`src/rtl/fifo16_ctrl_if.sv`:
```
// fifo16_ctrl_if: producer/consumer handshake bundle for fifo16_ctrl.
//   master: push/push_data/pop/clr_err out; pop_data/pop_valid/full/empty/count/overflow/underflow in.
//   slave:  the controller side, directions mirrored.
interface fifo16_ctrl_if #(parameter int WIDTH = 16, parameter int AW = 4);
  logic             push;
  logic [WIDTH-1:0] push_data;
  logic             pop;
  logic             clr_err;
  logic [WIDTH-1:0] pop_data;
  logic             pop_valid;
  logic             full;
  logic             empty;
  logic [AW:0]      count;
  logic             overflow;
  logic             underflow;
  modport master (output push, push_data, pop, clr_err,
                  input  pop_data, pop_valid, full, empty, count, overflow, underflow);
  modport slave  (input  push, push_data, pop, clr_err,
                  output pop_data, pop_valid, full, empty, count, overflow, underflow);
endinterface

```
`src/rtl/fifo16_ctrl.sv`:
```
// fifo16_ctrl: FIFO controller for a 16x16 dual-port negedge SRAM.
//   clk, rst_n : posedge clock, asynchronous active-low reset
//   f          : push/pop handshake, occupancy and sticky error flags (slave modport)
//   mem_*      : SRAM strobes/addresses/data; SRAM samples them on the negedge of the same cycle
module fifo16_ctrl #(
  parameter int WIDTH = 16,
  parameter int AW    = 4
) (
  input  logic             clk,
  input  logic             rst_n,
  fifo16_ctrl_if.slave     f,
  output logic             mem_we,
  output logic             mem_re,
  output logic [AW-1:0]    mem_waddr,
  output logic [AW-1:0]    mem_raddr,
  output logic [WIDTH-1:0] mem_wdata,
  input  logic [WIDTH-1:0] mem_rdata
);
  localparam logic [AW:0] depth = {1'b1, {AW{1'b0}}};
  logic [AW-1:0] wptr, rptr;
  logic [AW:0]   cnt;
  logic          full, empty, do_push, do_pop;
  assign full    = cnt == depth;
  assign empty   = cnt == '0;
  assign do_pop  = f.pop & ~empty;
  // a pop in the same cycle frees the slot, so push is accepted even when full
  assign do_push = f.push & (~full | do_pop);
  assign mem_we    = do_push;
  assign mem_waddr = wptr;
  assign mem_wdata = f.push_data;
  assign mem_re    = do_pop;
  assign mem_raddr = rptr;
  assign f.full    = full;
  assign f.empty   = empty;
  assign f.count   = cnt;
  always_ff @(posedge clk or negedge rst_n) begin
    if (!rst_n) begin
      wptr        <= '0;
      rptr        <= '0;
      cnt         <= '0;
      f.pop_valid <= 1'b0;
      f.pop_data  <= '0;
      f.overflow  <= 1'b0;
      f.underflow <= 1'b0;
    end else begin
      wptr        <= wptr + AW'(do_push);
      rptr        <= rptr + AW'(do_pop);
      cnt         <= cnt + (AW+1)'(do_push) - (AW+1)'(do_pop);
      f.pop_valid <= do_pop;
      // mem_rdata was refreshed by the SRAM at this cycle's negedge
      if (do_pop) f.pop_data <= mem_rdata;
      f.overflow  <= (f.push & full & ~f.pop) | (f.overflow & ~f.clr_err);
      f.underflow <= (f.pop & empty) | (f.underflow & ~f.clr_err);
    end
  end
endmodule
```
`src/flat_wrapper.sv`:
```
// flat-port wrapper written by rule: the top's interface ports become plain ports
module fifo16_ctrl_flat 
#(
  parameter int WIDTH = 16,
  parameter int AW    = 4
)
  (clk, rst_n, mem_we, mem_re, mem_waddr, mem_raddr, mem_wdata, mem_rdata, f_push, f_push_data, f_pop, f_clr_err, f_pop_data, f_pop_valid, f_full, f_empty, f_count, f_overflow, f_underflow);
  fifo16_ctrl_if #(.WIDTH(WIDTH), .AW(AW)) f_i ();
  input  logic clk;
  input  logic rst_n;
  output logic mem_we;
  output logic mem_re;
  output logic [AW-1:0] mem_waddr;
  output logic [AW-1:0] mem_raddr;
  output logic [WIDTH-1:0] mem_wdata;
  input  logic [WIDTH-1:0] mem_rdata;
  input wire logic [$bits(f_i.push)-1:0] f_push;
  input wire logic [$bits(f_i.push_data)-1:0] f_push_data;
  input wire logic [$bits(f_i.pop)-1:0] f_pop;
  input wire logic [$bits(f_i.clr_err)-1:0] f_clr_err;
  output wire logic [$bits(f_i.pop_data)-1:0] f_pop_data;
  output wire logic [$bits(f_i.pop_valid)-1:0] f_pop_valid;
  output wire logic [$bits(f_i.full)-1:0] f_full;
  output wire logic [$bits(f_i.empty)-1:0] f_empty;
  output wire logic [$bits(f_i.count)-1:0] f_count;
  output wire logic [$bits(f_i.overflow)-1:0] f_overflow;
  output wire logic [$bits(f_i.underflow)-1:0] f_underflow;
  assign f_i.push = f_push;
  assign f_i.push_data = f_push_data;
  assign f_i.pop = f_pop;
  assign f_i.clr_err = f_clr_err;
  assign f_pop_data = f_i.pop_data;
  assign f_pop_valid = f_i.pop_valid;
  assign f_full = f_i.full;
  assign f_empty = f_i.empty;
  assign f_count = f_i.count;
  assign f_overflow = f_i.overflow;
  assign f_underflow = f_i.underflow;
  fifo16_ctrl #(.WIDTH(WIDTH), .AW(AW)) u_core (.clk(clk), .rst_n(rst_n), .f(f_i), .mem_we(mem_we), .mem_re(mem_re), .mem_waddr(mem_waddr), .mem_raddr(mem_raddr), .mem_wdata(mem_wdata), .mem_rdata(mem_rdata));
endmodule
```
`config.mk`:
```
export PLATFORM = sky130hd
export DESIGN_NAME = fifo16_ctrl_flat
export DESIGN_NICKNAME = d
export VERILOG_FILES = /design/src/rtl/fifo16_ctrl_if.sv /design/src/rtl/fifo16_ctrl.sv /design/src/flat_wrapper.sv
export SDC_FILE = /design/constraint.sdc
export NUM_CORES = 1
export LEC_CHECK = 0
export CAP_MARGIN = 5
export CORE_MARGIN = 3
export CORE_UTILIZATION = 40
export DETAILED_ROUTE_END_ITERATION = 8
export PLACE_DENSITY = 0.8
export SYNTH_ARGS = -nofsm -noshare
export SYNTH_HDL_FRONTEND = slang
export SYNTH_SLANG_ARGS = --single-unit
```
`constraint.sdc`:
```
create_clock -name clk -period 3.3 [get_ports clk]
set_input_delay 0.495 -clock clk [delete_from_list [all_inputs] [get_ports clk]]
set_output_delay 0.495 -clock clk [all_outputs]
set_load 0.005 [all_outputs]
```
==> summary.txt <==
STA
  • Max-slew violations: 0
  • Achievable Freq: 355 MHz
  • Count of final setup violators: 0
  • Fin worst setup slack: 0.484 ns
  • Period minus WS final: 2.82 ns
  • Slew at the pin closest to its max-slew limit: 0.378 ns
  • Max Clock Skew: 0.00623 ns
  • Period utilization: 85.3%
  • Final hold vios: 0
  • Setup TNS: 0 ns
  • Max_slew headroom: 74.6%
  • RSZ-0062 raised after global routing: no

Placement
  • GPL Wtd Cong: 0.726
  • Pre-CTS WS: 0.663 ns
  • HPWL after DPL: 2.25 mm
  • Port Buffer Count: 56
  • Placed inst area: 0.00205 sq mm

Pwr
  • Pleak: 0.000980 uW
  • Total power: 1610 uW
  • VDD IR max: 0.344 mV
  • Power per Cell Area: 755 mW/mm^2

Floorplan
  • Die area: 0.00470 sq mm
  • Die outline height: 68.6 um
  • Io pins: 89
  • Row cnt: 22
  • Initial core utilization: 42.2%
  • CORE AREA: 0.00372 sq mm
  • Die W: 68.6 um

Setup path
  • FF-to-FF End: u_core.f.count[4]
  • Cell mode on critical path: inv_1
  • Worst path cell trace: inv_1 -> ha_1 -> nor4b_4 -> nand2b_4 -> buf_4 -> inv_1 -> clkdlybuf4s50_1
  • Max incr delay on CP: 0.45 ns
  • Worst setup SP type: register
  • Max FO, Critical Path: 19
  • R2r startpoint: u_core.f.count[2]
  • FF-to-FF setup slack: 0.98 ns
  • Crit. End Element: output pin
  • CP Launch Point: u_core.f.count[2]
  • CP required: 2.80 ns
  • Critical Path AT: 2.32 ns
  • CP top delay family: buffers and inverters
  • Crit-path slowest cell: clkdlybuf4s50_1
  • Worst reg-to-reg path cell count: 11
  • Crit. path cell count: 7
  • Buf/Inv on CP: 4
  • Worst setup endpoint: mem_re
  • WS Path Type: reg -> out

Final layout
  • Design Area, Final: 0.00214 sq mm
  • Number of antenna diodes: 0
  • Most frequent cells in the layout: clkdlybuf4s50_1 (56), dfrtp_1 (32), mux2_4 (14), inv_1 (8), ha_1 (8)
  • Layout cell share with drive strength beyond 1: 18.0%
  • Final net count: 206
  • Commonest non-fill, non-tap cell in the layout: clkdlybuf4s50_1
  • Layout area overhead: 36.6%
  • Util after Layout: 57.6%

Synth
  • Seq/Total Area, Yosys: 51.1%
  • Complex-gate fraction of the synthesized area: 2.24%
  • Top post-synthesis cells by area: dfrtp_1 (51%), mux2_4 (13%), buf_4 (7.7%), ha_1 (6.4%), xor2_1 (2.8%)
  • Yosys top cell area share: 51.1%
  • Synthesized cell area: 0.00157 sq mm
  • Post-synth cell types: 26
  • Mux share of post-synthesis cell area: 15.5%
  • Synth warn: 0
  • Synth Register Bits: 32
  • Mapped Nets: 159
  • Mean post-synth cell area: 13.9 sq um
  • Xor and xnor area share after synthesis: 5.03%
  • Synth Area in Simple Gates: 6.63%
  • Adder-cell area share of the yosys netlist: 7.67%
  • Cell accounting for the most synthesized area: dfrtp_1
  • Synth Instances: 113
  • Largest family of logic cells by synthesized area: multiplexers

Clocking
  • Post-CTS sizing: 0
  • CTS Root Cell: clkbuf_8
  • Num Clock Sinks: 32
  • Post-CTS Hold Buffers: 0
  • Max H-tree Level: 2
  • TritonCTS buffer count: 5
  • Clk slew on worst S/H paths: 0.07 ns
  • Post-CTS setup buffer count: 0
  • Clk Latency, worst-skew pair: 0.28 ns
  • CTS Buffer Depth: 2
  • CTS tree: yes

Global routing
  • First-pass GRT wire length: 4.61 mm
  • Initial antenna violation count: 0
  • GRT Util Overall: 13.4%
  • Overflow after GRT: 0
  • Largest net degree at the start of global routing: 33
  • Vias in the first global route: 980

Routing
  • Pre-Repair DR Iteration Count: 4
  • Via-to-Cell Ratio: 4.63
  • Drt drc: 0
  • Total Wirelength: 3.00 mm
  • WL per Instance: 14.3 um
  • DR iter-0 viols: 30
  • ANT nets after route: 0
  • Vias: 968

Job
  • # Max-Cap Violations: 0

Run status
  • Outcome: complete, no violations

Worst hold path
  • Worst Hold Class: reg -> reg
-- registers in the layout (all words and copies together) (netlist names) --
register,count
u_core.f.pop_valid,1
u_core.mem_raddr,4
u_core.f.pop_data,16
u_core.f.overflow,1
u_core.mem_waddr,4
u_core.f.underflow,1
u_core.f.count,5
-- synthesized netlist by cell type (all sizes together) --
cell type and instances:
dfrtp 32, buf 18, mux2 16, ha 8, inv 8, xor2 5, nor2 4, xnor2 4
a21oi 2, a22o 2, nand2b 2, nor2b 2, a21o 1, fa 1, mux2i 1, nand2 1
nand3 1, nand4 1, nor3 1, nor4 1, nor4b 1, or2 1
-- how the worst min path moves through the flow --
stage          depth (start not counted)                   to  slack, ns                start
4_1_cts                                1  u_core.mem_waddr[3]       0.49  u_core.mem_waddr[3]
3_5_place_dp                           1  u_core.mem_raddr[3]       0.47  u_core.mem_raddr[3]
6_report                               1  u_core.mem_waddr[3]       0.48  u_core.mem_waddr[3]
5_1_grt                                1  u_core.mem_waddr[3]       0.49  u_core.mem_waddr[3]
3_3_place_gp                           1  u_core.mem_waddr[3]       0.46  u_core.mem_waddr[3]
2_1_floorplan                          0    u_core.f.count[0]       0.20                rst_n
-- power by group --
part / internal, uW / total, uW / switching [uW]
clock network: 166 / 305 / 138
registers: 520 / 637 / 117
logic: 432 / 673 / 241
-- metal layers --
layer / up-vias / routed length [um] / GRT usage (%)
met1: 457 / 1320 / 16.9
met5: - / 0 / 0
met3: 10 / 306 / 4.05
met2: 50 / 1300 / 20.1
met4: 0 / 68 / 7.94
li1: 451 / - / -
-- area by class of cell --
class / count / area [sq um]
Fill cell: 286 / 1580
Sequential cell: 32 / 801
Multi-Input combinational cell: 55 / 581
Timing Repair Buffer: 58 / 576
Clock buffer: 6 / 82.6
Tap cell: 48 / 60.1
Inverter: 8 / 30.0
Clock inverter: 2 / 10.0
-- cells by family after synthesis --
family | count (synthesis)
adder cells (fa/ha/maj) | 9
AO/OA/AOI/OAI | 5
buffers and inverters | 26
AND/OR/NAND/NOR | 15
flip-flops | 32
XOR/XNOR | 9
multiplexers | 17
-- metrics by stage --
stage / hold WS, ns / cells
after detailed placement: 0.469 / 201
final: 0.483 / 209
after floorplan: 0.199 / 113
after global placement: 0.461 / 201
after CTS: 0.488 / 209
after global routing: 0.493 / 209
Note: power is estimated with default switching activity, not from simulation.
